`src/rtl/mem_access_ctrl.sv`:
```
// mem_access_ctrl: byte/half/word load-store sequencer for a big-endian word memory,
// with sub-word stores done as read-modify-write and misaligned requests faulted.
module mem_access_ctrl #(
  parameter int ADDR_W = 6
) (
  input  logic              clk,
  input  logic              rst_n,
  input  logic              req,
  input  logic              we,
  input  logic [1:0]        size,
  input  logic              sext,
  input  logic [ADDR_W-1:0] addr,
  input  logic [31:0]       wdata,
  output logic              ready,
  output logic              done,
  output logic              fault,
  output logic [31:0]       rdata,
  output logic [ADDR_W-1:0] mem_addr,
  output logic              mem_wen,
  output logic [31:0]       mem_wdata,
  input  logic [31:0]       mem_rdata
);
  typedef enum logic [1:0] {IDLE, READ, WRITE, DONE} state_t;
  state_t state_q, state_d;
  logic we_q, we_d, sext_q, sext_d;
  logic [1:0] size_q, size_d, lane_q, lane_d;
  logic [15:0] wd_q, wd_d;
  logic ready_q, ready_d, done_q, done_d, fault_q, fault_d, mem_wen_q, mem_wen_d;
  logic [31:0] rdata_q, rdata_d, mem_wdata_q, mem_wdata_d;
  logic [ADDR_W-1:0] mem_addr_q, mem_addr_d;
  logic illegal;
  logic [31:0] shifted, load_val, mask, ins, merged;
  always_comb begin
    illegal = size == 2'b11 || (size == 2'b01 && addr[0]) || (size == 2'b10 && addr[1:0] != 2'b00);
    // shifting the addressed lane to the top turns big-endian lane select into a fixed slice
    shifted = mem_rdata << {lane_q, 3'b000};
    load_val = size_q == 2'b00 ? {{24{sext_q & shifted[31]}}, shifted[31:24]} :
               size_q == 2'b01 ? {{16{sext_q & shifted[31]}}, shifted[31:16]} : mem_rdata;
    mask = (size_q == 2'b00 ? 32'hFF00_0000 : 32'hFFFF_0000) >> {lane_q, 3'b000};
    ins = (size_q == 2'b00 ? {wd_q[7:0], 24'h0} : {wd_q, 16'h0}) >> {lane_q, 3'b000};
    merged = (mem_rdata & ~mask) | (ins & mask);
    state_d = state_q;
    we_d = we_q;
    sext_d = sext_q;
    size_d = size_q;
    lane_d = lane_q;
    wd_d = wd_q;
    rdata_d = rdata_q;
    mem_addr_d = mem_addr_q;
    mem_wdata_d = mem_wdata_q;
    unique case (state_q)
      IDLE: if (req) begin
        we_d = we;
        sext_d = sext;
        size_d = size;
        lane_d = addr[1:0];
        wd_d = wdata[15:0];
        mem_addr_d = {addr[ADDR_W-1:2], 2'b00};
        mem_wdata_d = (we && size == 2'b10) ? wdata : mem_wdata_q;
        state_d = illegal ? DONE : (we && size == 2'b10) ? WRITE : READ;
      end
      READ: begin
        state_d = we_q ? WRITE : DONE;
        mem_wdata_d = we_q ? merged : mem_wdata_q;
        rdata_d = we_q ? rdata_q : load_val;
      end
      WRITE: state_d = DONE;
      DONE: state_d = IDLE;
    endcase
    ready_d = state_d == IDLE;
    done_d = state_d == DONE;
    mem_wen_d = state_d == WRITE;
    fault_d = state_q == IDLE && req && illegal;
  end
  always_ff @(posedge clk or negedge rst_n) begin
    if (!rst_n) begin
      state_q <= IDLE;
      we_q <= 1'b0;
      sext_q <= 1'b0;
      size_q <= 2'b00;
      lane_q <= 2'b00;
      wd_q <= '0;
      ready_q <= 1'b1;
      done_q <= 1'b0;
      fault_q <= 1'b0;
      mem_wen_q <= 1'b0;
      rdata_q <= '0;
      mem_wdata_q <= '0;
      mem_addr_q <= '0;
    end else begin
      state_q <= state_d;
      we_q <= we_d;
      sext_q <= sext_d;
      size_q <= size_d;
      lane_q <= lane_d;
      wd_q <= wd_d;
      ready_q <= ready_d;
      done_q <= done_d;
      fault_q <= fault_d;
      mem_wen_q <= mem_wen_d;
      rdata_q <= rdata_d;
      mem_wdata_q <= mem_wdata_d;
      mem_addr_q <= mem_addr_d;
    end
  end
  assign ready = ready_q;
  assign done = done_q;
  assign fault = fault_q;
  assign rdata = rdata_q;
  assign mem_addr = mem_addr_q;
  assign mem_wen = mem_wen_q;
  assign mem_wdata = mem_wdata_q;
endmodule

```
`config.mk`:
```
export PLATFORM = sky130hd
export DESIGN_NAME = mem_access_ctrl
export DESIGN_NICKNAME = d
export VERILOG_FILES = /design/src/rtl/mem_access_ctrl.sv
export SDC_FILE = /design/constraint.sdc
export NUM_CORES = 1
export LEC_CHECK = 0
export ABC_AREA = 1
export ABC_CLOCK_PERIOD_IN_PS = 1500
export BUFFER_PORTS_ARGS = -buffer_cell sky130_fd_sc_hd__buf_2
export CORE_AREA = 2 2 125 127
export CTS_CLUSTER_DIAMETER = 50
export DETAILED_ROUTE_END_ITERATION = 7
export DIE_AREA = 0 0 127 129
export PLACE_DENSITY = 0.75
export SYNTH_ARGS = -nofsm -noshare
export SYNTH_HDL_FRONTEND = slang
export SYNTH_SLANG_ARGS = --single-unit
```
`constraint.sdc`:
```
create_clock -name clk -period 1.5 [get_ports clk]
set_clock_uncertainty 0.05 [all_clocks]
set_input_delay 0.15 -clock clk [delete_from_list [all_inputs] [get_ports clk]]
set_output_delay 0.15 -clock clk [all_outputs]
set_load 0.02 [all_outputs]
```
Word-level counts from Yosys, hierarchy flattened --
Cells that the tools add are included.
Cells by class: equal/unequal tests 12, mux-type cells 13, shifts and indexed selects 3, reductions and logical operators 15, bitwise logic cells 6
Operator list (number):
- two-way mux 32 bit | 6
- bitwise AND 32 bit | 2
- case mux 32 bit (2 select lines) | 1
- >> shifter 32 x 5 -> 32 bit | 2
- NOT 32 bit | 1
- OR 32 bit | 1
- << shifter 32 x 5 -> 32 bit | 1
- two-way mux 24 bit | 1
- equality test 2 bit (second input constant) | 6
- case mux 2 bit (4 select lines) | 1
- equality test 2 x 1 -> 1 bit (second input constant) | 3
- zero test 2 bit | 3
- two-way mux 2 bit | 3
- != test 2 bit (second input constant) | 3
- logical AND 1 bit | 5
- AND reduction 2 bit | 2
- AND reduction 4 bit | 1
- nonzero test 2 bit | 2
- logical OR 1 bit | 2
- bitwise AND 1 bit | 1
- two-way mux 1 bit | 1
- NOT 1 bit | 1
Storage, ports and cells: input port bits 77, bits in registers 96, output and inout port bits 74

Logic depth before layout (Yosys ltp) --
Gate-level depths: netlist of the first run.
depth after elaboration 8, mapped depth 12, depth with buffers taken out 9

Least setup slack after synthesis of the first run --
No wires, ideal clock.
kind flip-flop to flip-flop, start reg state_q[1], end reg mem_wdata_q[24] (netlist: mem_wdata[24]), data arrival time 1443 ps, stages on the path, launching flop included 12, path slack -115 ps, required time 1328 ps, cell sequence dfrtp_1 > inv_1 > ha_1 > buf_6 > inv_4 > nor2_8 > nor2_8 > nand2_2 > buf_6 > buf_2 > nand2_1 > o21ai_1
On the way: cells in the longest elaborated chain, start to end 3, elaborated cells on any way between the ends 8, those cells by class eq/ne: 4; mux: 1; reduce/logical: 3
Ends and longest elaborated chain:
- from (decl) | line 24 | state_t state_q, state_d;
- from (signal assigned) | line 91 | state_q <= state_d;
- equality test 2 x 1 -> 1 bit or zero test 2 bit (tied branches) | line 51 | unique case (state_q)
- != test 2 bit (no source line) or nonzero test 2 bit (tied branches)
- AND reduction 4 bit (no source line)
- to (signal assigned) | line 102 | mem_wdata_q <= mem_wdata_d;
- to (decl) | line 29 | logic [31:0] rdata_q, rdata_d, mem_wdata_q, mem_wdata_d;
Several ways; a longest one is shown, not always the timed one. A chain may end at the register's enable or synchronous reset.

Worst setup path in the final report of the first run --
start reg state_q[1], end reg mem_wdata_q[6] (netlist: mem_wdata[6])
The elaborated chain is that of the path after synthesis.

==> results.sh, run 1 <==
export IMPL_outcome="finished, violations left"
export IMPL_violations="setup timing"
export IMPL_ant_nets=0
export IMPL_netlist_instances=850
export IMPL_wl_per_cell_um=15.1
export IMPL_final_min_clock_period_ps=1540
export IMPL_ios=151
export IMPL_crit_fanout=9
export IMPL_synth_cell_types=32
export IMPL_hold_class="in -> reg"
export IMPL_synth_main_ff_cell="dfrtp_1"
export IMPL_die_y_um=129
export IMPL_grt_start_max_net_pins=87
export IMPL_p_sw_share_pct=48.0
export IMPL_grt_pass1_vias=5586
export IMPL_dpl_worst_slack_ps=-116
export IMPL_vias=5957
export IMPL_design_area_um2=7640
export IMPL_ys_seq_area_share_pct=40.9
export IMPL_yosysWarnings=0
export IMPL_grt_usage_pct=22.9
export IMPL_via_per_inst=4.90
export IMPL_area_growth_synth_to_final_pct=30.1
export IMPL_root_buffer="clkbuf_16"
export IMPL_grt_pass1_wl_mm=29.1
export IMPL_antenna_cells=0
export IMPL_powerDensity_nw_per_um2=2540
export IMPL_drc=0
export IMPL_p_comb_share_pct=62.0
export IMPL_start_kind="flop"
export IMPL_cap_viol_max_count=0
export IMPL_clk_latency_ps=350
export IMPL_clk_path_buf_depth=2
export IMPL_synth_edff_count=0
export IMPL_layout_setup_ws_ps=-41.2
export IMPL_drv_slew=0
export IMPL_finalWirelength_mm=18.4
export IMPL_final_nets=1103
export IMPL_rsz0062_at_grt="yes"
export IMPL_critPathCaptureType="flop"
export IMPL_port_buffers=148
export IMPL_syn_avg_cell_area_um2=6.91
export IMPL_max_clock_freq_mhz=649
export IMPL_hold_viol_final=0
export IMPL_cts_sinks=96
export IMPL_synthArstFlopShare_pct=100
export IMPL_intPower_mw=10.1
export IMPL_cts_clk_slew_worst_paths_ps=60
export IMPL_first_pass_iters=6
export IMPL_holdWs_ps=19.9
export IMPL_post_route_util_pct=51.0
export IMPL_cp_required_ps=1690
export IMPL_drive_gt1_share_pct=26.6
export IMPL_setup_tns_ps=-746
export IMPL_dpl_instance_area_um2=7010
export IMPL_dr_first_iter_drc_count=508
export IMPL_grt_ovfl_total=0
export IMPL_cts_buffers=9
export IMPL_antenna_found_initial=0
export IMPL_fin_cells=1215
export IMPL_seqPwrFrac_pct=24.6
export IMPL_worst_setup_path_type="reg -> reg"
export IMPL_start_util_pct=39.2
export IMPL_coreArea_um2=15000
export IMPL_rows=45
export IMPL_power_mw=19.4
export IMPL_htreeDepth=3
export IMPL_worst_ir_drop_vdd_uv=1010
export IMPL_place_inst=1186
export IMPL_netSwitchingPower_mw=9.31
export IMPL_gp_congestion=0.963
export IMPL_syn_area_um2=5870
export IMPL_synth_seq_cells=96
export IMPL_fp_dieW_um=127
export IMPL_p_leak_nw=4.07
export IMPL_arrival_ps=1730
export IMPL_dieArea_um2=16400
export IMPL_power_frac_clock_pct=13.4
export IMPL_setup_viol=38
export IMPL_dpl_hpwl_mm=13.9
export IMPL_cts_tree="done"
export IMPL_min_period_over_period_pct=103
[sequential cells by signal (all words and copies together), names as in the netlist]
register	flops
mem_wdata	32
rdata	32
wd_q	16
mem_addr	4
lane_q	2
size_q	2
state_q	2
done	1
fault	1
mem_wen	1
ready	1
sext_q	1
we_q	1
[worst max-delay path, cell delays in order (launching register included)]
cell and delay (ps):
dfrtp_1 390, inv_2 110, ha_4 200, nor2_4 60
nor2_8 140, nand2_8 100, buf_12 160, buf_6 120
nand2_1 50, nand2_1 50
[power by group through the flow]
stage / sequential, mW / clock, mW / combinational [mW]
after CTS: 4.77 / 2.64 / 12.0
after floorplan: 5.80 / 0 / 6.60
after global routing: 4.92 / 2.76 / 13.3
after detailed placement: 4.78 / 0 / 11.1
final: 4.77 / 2.60 / 12.0
after global placement: 4.77 / 0 / 11.0
[Yosys cell counts, types with 2 or more instances]
cell type / count / share of area [%]
mux2_2: 6 / 1.2
buf_1: 2 / 0.13
a21boi_1: 2 / 0.26
nand2_1: 288 / 18
inv_4: 2 / 0.21
a21oi_1: 57 / 4.9
o21ai_0: 53 / 4.5
clkbuf_1: 15 / 0.96
nor2_8: 4 / 1.4
o21ai_1: 8 / 0.68
nand2_2: 3 / 0.32
nand2_4: 2 / 0.38
ha_1: 4 / 0.85
nor2_1: 130 / 8.3
buf_2: 14 / 1.2
o21ai_4: 3 / 0.83
nand3_2: 2 / 0.34
a21boi_0: 6 / 0.77
inv_1: 67 / 4.3
inv_2: 3 / 0.19
nor2_2: 2 / 0.21
buf_4: 7 / 0.90
nand3_1: 59 / 5.0
dfrtp_1: 95 / 40
buf_6: 9 / 1.7
[logic make-up (layout without fill, tap and decap cells)]
family                     Yosys count  count (layout)  synth area share, %
and+or+nand+nor                    493             493                 35.2
muxes                                6               6                 1.15
adders and majority gates            4               4                0.853
other                                1               2               0.0639
AOI/OAI and AO/OA                  131             131                 12.2
buffers and inverters              119             295                 9.59
DFF                                 96              96                 40.9
[routing by layer]
metal | global-route usage [%] | part of all wire (%)
met1 | 30.2 | 45
met2 | 36.6 | 46
met3 | 4.86 | 5.7
met4 | 9.63 | 3.4
met5 | 0 | 0
[area by class of cell]
class / instances / area, µm²
Clock buffer: 14 / 274
Multi-Input combinational cell: 636 / 3030
Fill cell: 1508 / 7340
Clock inverter: 2 / 60.1
Tap cell: 188 / 235
Inverter: 72 / 283
Timing Repair Buffer: 207 / 1350
Sequential cell: 96 / 2410
[cells in the final DEF, fill, tap and decap left out, drive strengths merged, types with 4 or more instances in the layout]
cell type and n:
inv 72, clkbuf 14, dfrtp 95, dlygate4sd3 6, o21ai 65, a21boi 8
nand3 62, a21oi 57, mux2 6, ha 4, buf 201, nor2 137
nand2 294
[what timing repair did]
action,CTS,global route
pin swaps,14,3
gates resized for setup,26,19
hold buffers,6,0
setup endpoints to repair,58,78
gates cloned,2,0
buffers inserted,6,1
hold endpoints to repair,101,0
[final timing paths]
| path | startpoint | endpoint | slack [ps] | cells past startpoint |
|---|---|---|---|---|
| min in group asynchronous | rst_n | mem_addr[5] | 150 | 2 |
| worst min register to register | mem_wdata[0] | mem_wdata[0] | 430 | 2 |
| worst max register to register | state_q[1] | mem_wdata[6] | -40 | 9 |
| worst min-delay path | we | we_q | 20 | 2 |
| worst max-delay path | state_q[1] | mem_wdata[6] | -40 | 9 |
| max in group asynchronous | rst_n | mem_wdata[27] | 560 | 3 |
Power figures use the tool's default switching activity.
==> run 2: changes to the inputs <==
--- a/config.mk
+++ b/config.mk
@@ -6,13 +6,13 @@
 export NUM_CORES = 1
 export LEC_CHECK = 0
 export ABC_AREA = 1
-export ABC_CLOCK_PERIOD_IN_PS = 1500
+export ABC_CLOCK_PERIOD_IN_PS = 1900
 export BUFFER_PORTS_ARGS = -buffer_cell sky130_fd_sc_hd__buf_2
 export CORE_AREA = 2 2 125 127
 export CTS_CLUSTER_DIAMETER = 50
 export DETAILED_ROUTE_END_ITERATION = 7
 export DIE_AREA = 0 0 127 129
-export PLACE_DENSITY = 0.75
+export PLACE_DENSITY = 0.73
 export SYNTH_ARGS = -nofsm -noshare
 export SYNTH_HDL_FRONTEND = slang
 export SYNTH_SLANG_ARGS = --single-unit
==> constraint.sdc (replaced) <==
create_clock -name clk -period 1.9 [get_ports clk]
set_clock_uncertainty 0.05 [all_clocks]
set_input_delay 0.19 -clock clk [delete_from_list [all_inputs] [get_ports clk]]
set_output_delay 0.19 -clock clk [all_outputs]
set_load 0.02 [all_outputs]
==> run 2 against run 1 <==
Compared with the run above: the flow now finishes without violations; first-iteration DRC count is 13% lower; combinational power down 32%; wire length decreased by 6.9%; maximum frequency decreased by 12%; sequential cell count unchanged; worst setup slack improved by 200 ps; largest cell class unchanged; largest power group unchanged; highest routed layer unchanged.
==> results.sh, run 2 (synthesis results as in run 1) <==
export IMPL_arrival_ps=1990
export IMPL_crit_fanout=56
export IMPL_gp_congestion=0.941
export IMPL_die_y_um=129
export IMPL_intPower_mw=6.81
export IMPL_ios=151
export IMPL_grt_start_max_net_pins=57
export IMPL_path_cells="inv_1 -> ha_1 -> nor2_2 -> nor2_8 -> nand2_2 -> buf_12 -> a21oi_1 -> nand2_1 -> nand2_1"
export IMPL_dieArea_um2=16400
export IMPL_rows=45
export IMPL_clk_latency_ps=350
export IMPL_max_clock_freq_mhz=573
export IMPL_cap_viol_max_count=0
export IMPL_final_common_cell="nand2_1"
export IMPL_antenna_cells=0
export IMPL_wl_per_cell_um=14.5
export IMPL_seqPwrFrac_pct=27.4
export IMPL_cts_buffers=9
export IMPL_final_min_clock_period_ps=1750
export IMPL_first_pass_iters=5
export IMPL_worst_pin_slew_ps=557
export IMPL_drv_slew=0
export IMPL_vias=5718
export IMPL_p_leak_nw=3.82
export IMPL_max_slew_margin_pct=62.9
export IMPL_dr_first_iter_drc_count=443
export IMPL_via_per_inst=4.86
export IMPL_place_inst=1160
export IMPL_cts_clk_slew_worst_paths_ps=70
export IMPL_post_route_util_pct=47.2
export IMPL_critPathCaptureType="flop"
export IMPL_cp_required_ps=2150
export IMPL_setup_viol=0
export IMPL_post_cts_buffers=0
export IMPL_drive_gt1_share_pct=21.6
export IMPL_min_period_over_period_pct=91.9
export IMPL_root_buffer="clkbuf_16"
export IMPL_hold_class="in -> reg"
export IMPL_grt_pass1_wl_mm=27.4
export IMPL_most_common_layout_cells="nand2_1 (288), buf_2 (147), nor2_1 (130), dfrtp_1 (95), inv_1 (67)"
export IMPL_clk_path_buf_depth=2
export IMPL_ant_nets=0
export IMPL_grt_usage_pct=21.3
export IMPL_start_kind="flop"
export IMPL_p_sw_share_pct=50.0
export IMPL_drc=0
export IMPL_netSwitchingPower_mw=6.82
export IMPL_worst_setup_path_type="reg -> reg"
export IMPL_rsz0062_at_grt="no"
export IMPL_power_mw=13.6
export IMPL_crit_top_cell="nand2_1"
export IMPL_htreeDepth=3
export IMPL_antenna_found_initial=0
export IMPL_finalWirelength_mm=17.1
export IMPL_hold_viol_final=0
export IMPL_p_comb_share_pct=59.7
export IMPL_grt_ovfl_total=0
export IMPL_cts_sinks=96
export IMPL_cts_tree="done"
export IMPL_area_growth_synth_to_final_pct=20.4
export IMPL_power_frac_clock_pct=12.9
export IMPL_fp_dieW_um=127
export IMPL_final_nets=1065
export IMPL_cpLargestDelayFamily="simple AND/OR/NAND/NOR gates"
export IMPL_slowest_delay_ps=390
export IMPL_dpl_worst_slack_ps=104
export IMPL_outcome="finished, final reports clean"
export IMPL_crit_slowest_cell="dfrtp_1"
export IMPL_port_buffers=148
export IMPL_critPathBufInv=2
export IMPL_grt_pass1_vias=5304
export IMPL_fin_cells=1177
export IMPL_coreArea_um2=15000
export IMPL_layout_setup_ws_ps=154
export IMPL_powerDensity_nw_per_um2=1930
export IMPL_worst_ir_drop_vdd_uv=874
export IMPL_dpl_hpwl_mm=13.2
export IMPL_start_util_pct=39.2
export IMPL_setup_tns_ps=0
run 2: cell type report:
| class | instances | area [µm²] |
|---|---|---|
| clock buffer | 14 | 274 |
| fill | 1541 | 7910 |
| sequential | 96 | 2400 |
| clock inverter | 2 | 12.5 |
| timing repair buffer | 169 | 953 |
| tap | 188 | 235 |
| multi-input combinational | 636 | 2920 |
| inverter | 72 | 275 |
run 2: worst paths after layout:
check                              start             to  slack (ps)  depth (start not counted)
hold reg to reg            mem_wdata[18]  mem_wdata[18]         430                          2
hold / removal                   addr[5]    mem_addr[5]          20                          2
setup / recovery              state_q[0]   mem_wdata[5]         150                          9
setup reg to reg              state_q[0]   mem_wdata[5]         150                          9
min in group asynchronous          rst_n   mem_wdata[8]         320                          2
max in group asynchronous          rst_n      rdata[27]         850                          3
run 2: per-stage QoR:
step           hold slack (ps)  instance area [µm²]
6_report                  22.7                 7070
4_1_cts                   16.7                 7060
5_1_grt                   23.0                 7070
3_3_place_gp               174                 6770
2_1_floorplan             -156                 5870
3_5_place_dp               172                 6770
run 2: power groups by stage:
stage / clock, mW / sequential, mW / combinational [mW]
floorplan: 0 / 4.57 / 5.14
global placement: 0 / 3.77 / 8.00
detailed placement: 0 / 3.76 / 8.12
CTS: 1.80 / 3.74 / 8.15
global route: 1.89 / 3.86 / 9.12
finish: 1.76 / 3.74 / 8.13
run 2: timing repair:
action | in CTS | in global routing
hold buffers | 1 | 0
hold endpoints to repair | 38 | 0
resized for setup | 0 | 1
endpoints found under the setup margin | 0 | 15
run 2: worst reg2reg max path, stage by stage (launching register included):
cell	delay, ps
dfrtp_1	390
inv_1	120
ha_1	270
nor2_2	100
nor2_8	170
nand2_2	90
buf_12	180
a21oi_1	200
nand2_1	70
nand2_1	50
run 2: metal layers:
layer | GRT usage [%] | wire [µm] | up-vias
li1 | - | - | 2928
met5 | 0 | 0 | -
met1 | 30.0 | 8030 | 2567
met4 | 6.85 | 332 | 0
met3 | 4.03 | 960 | 27
met2 | 33.3 | 7790 | 196
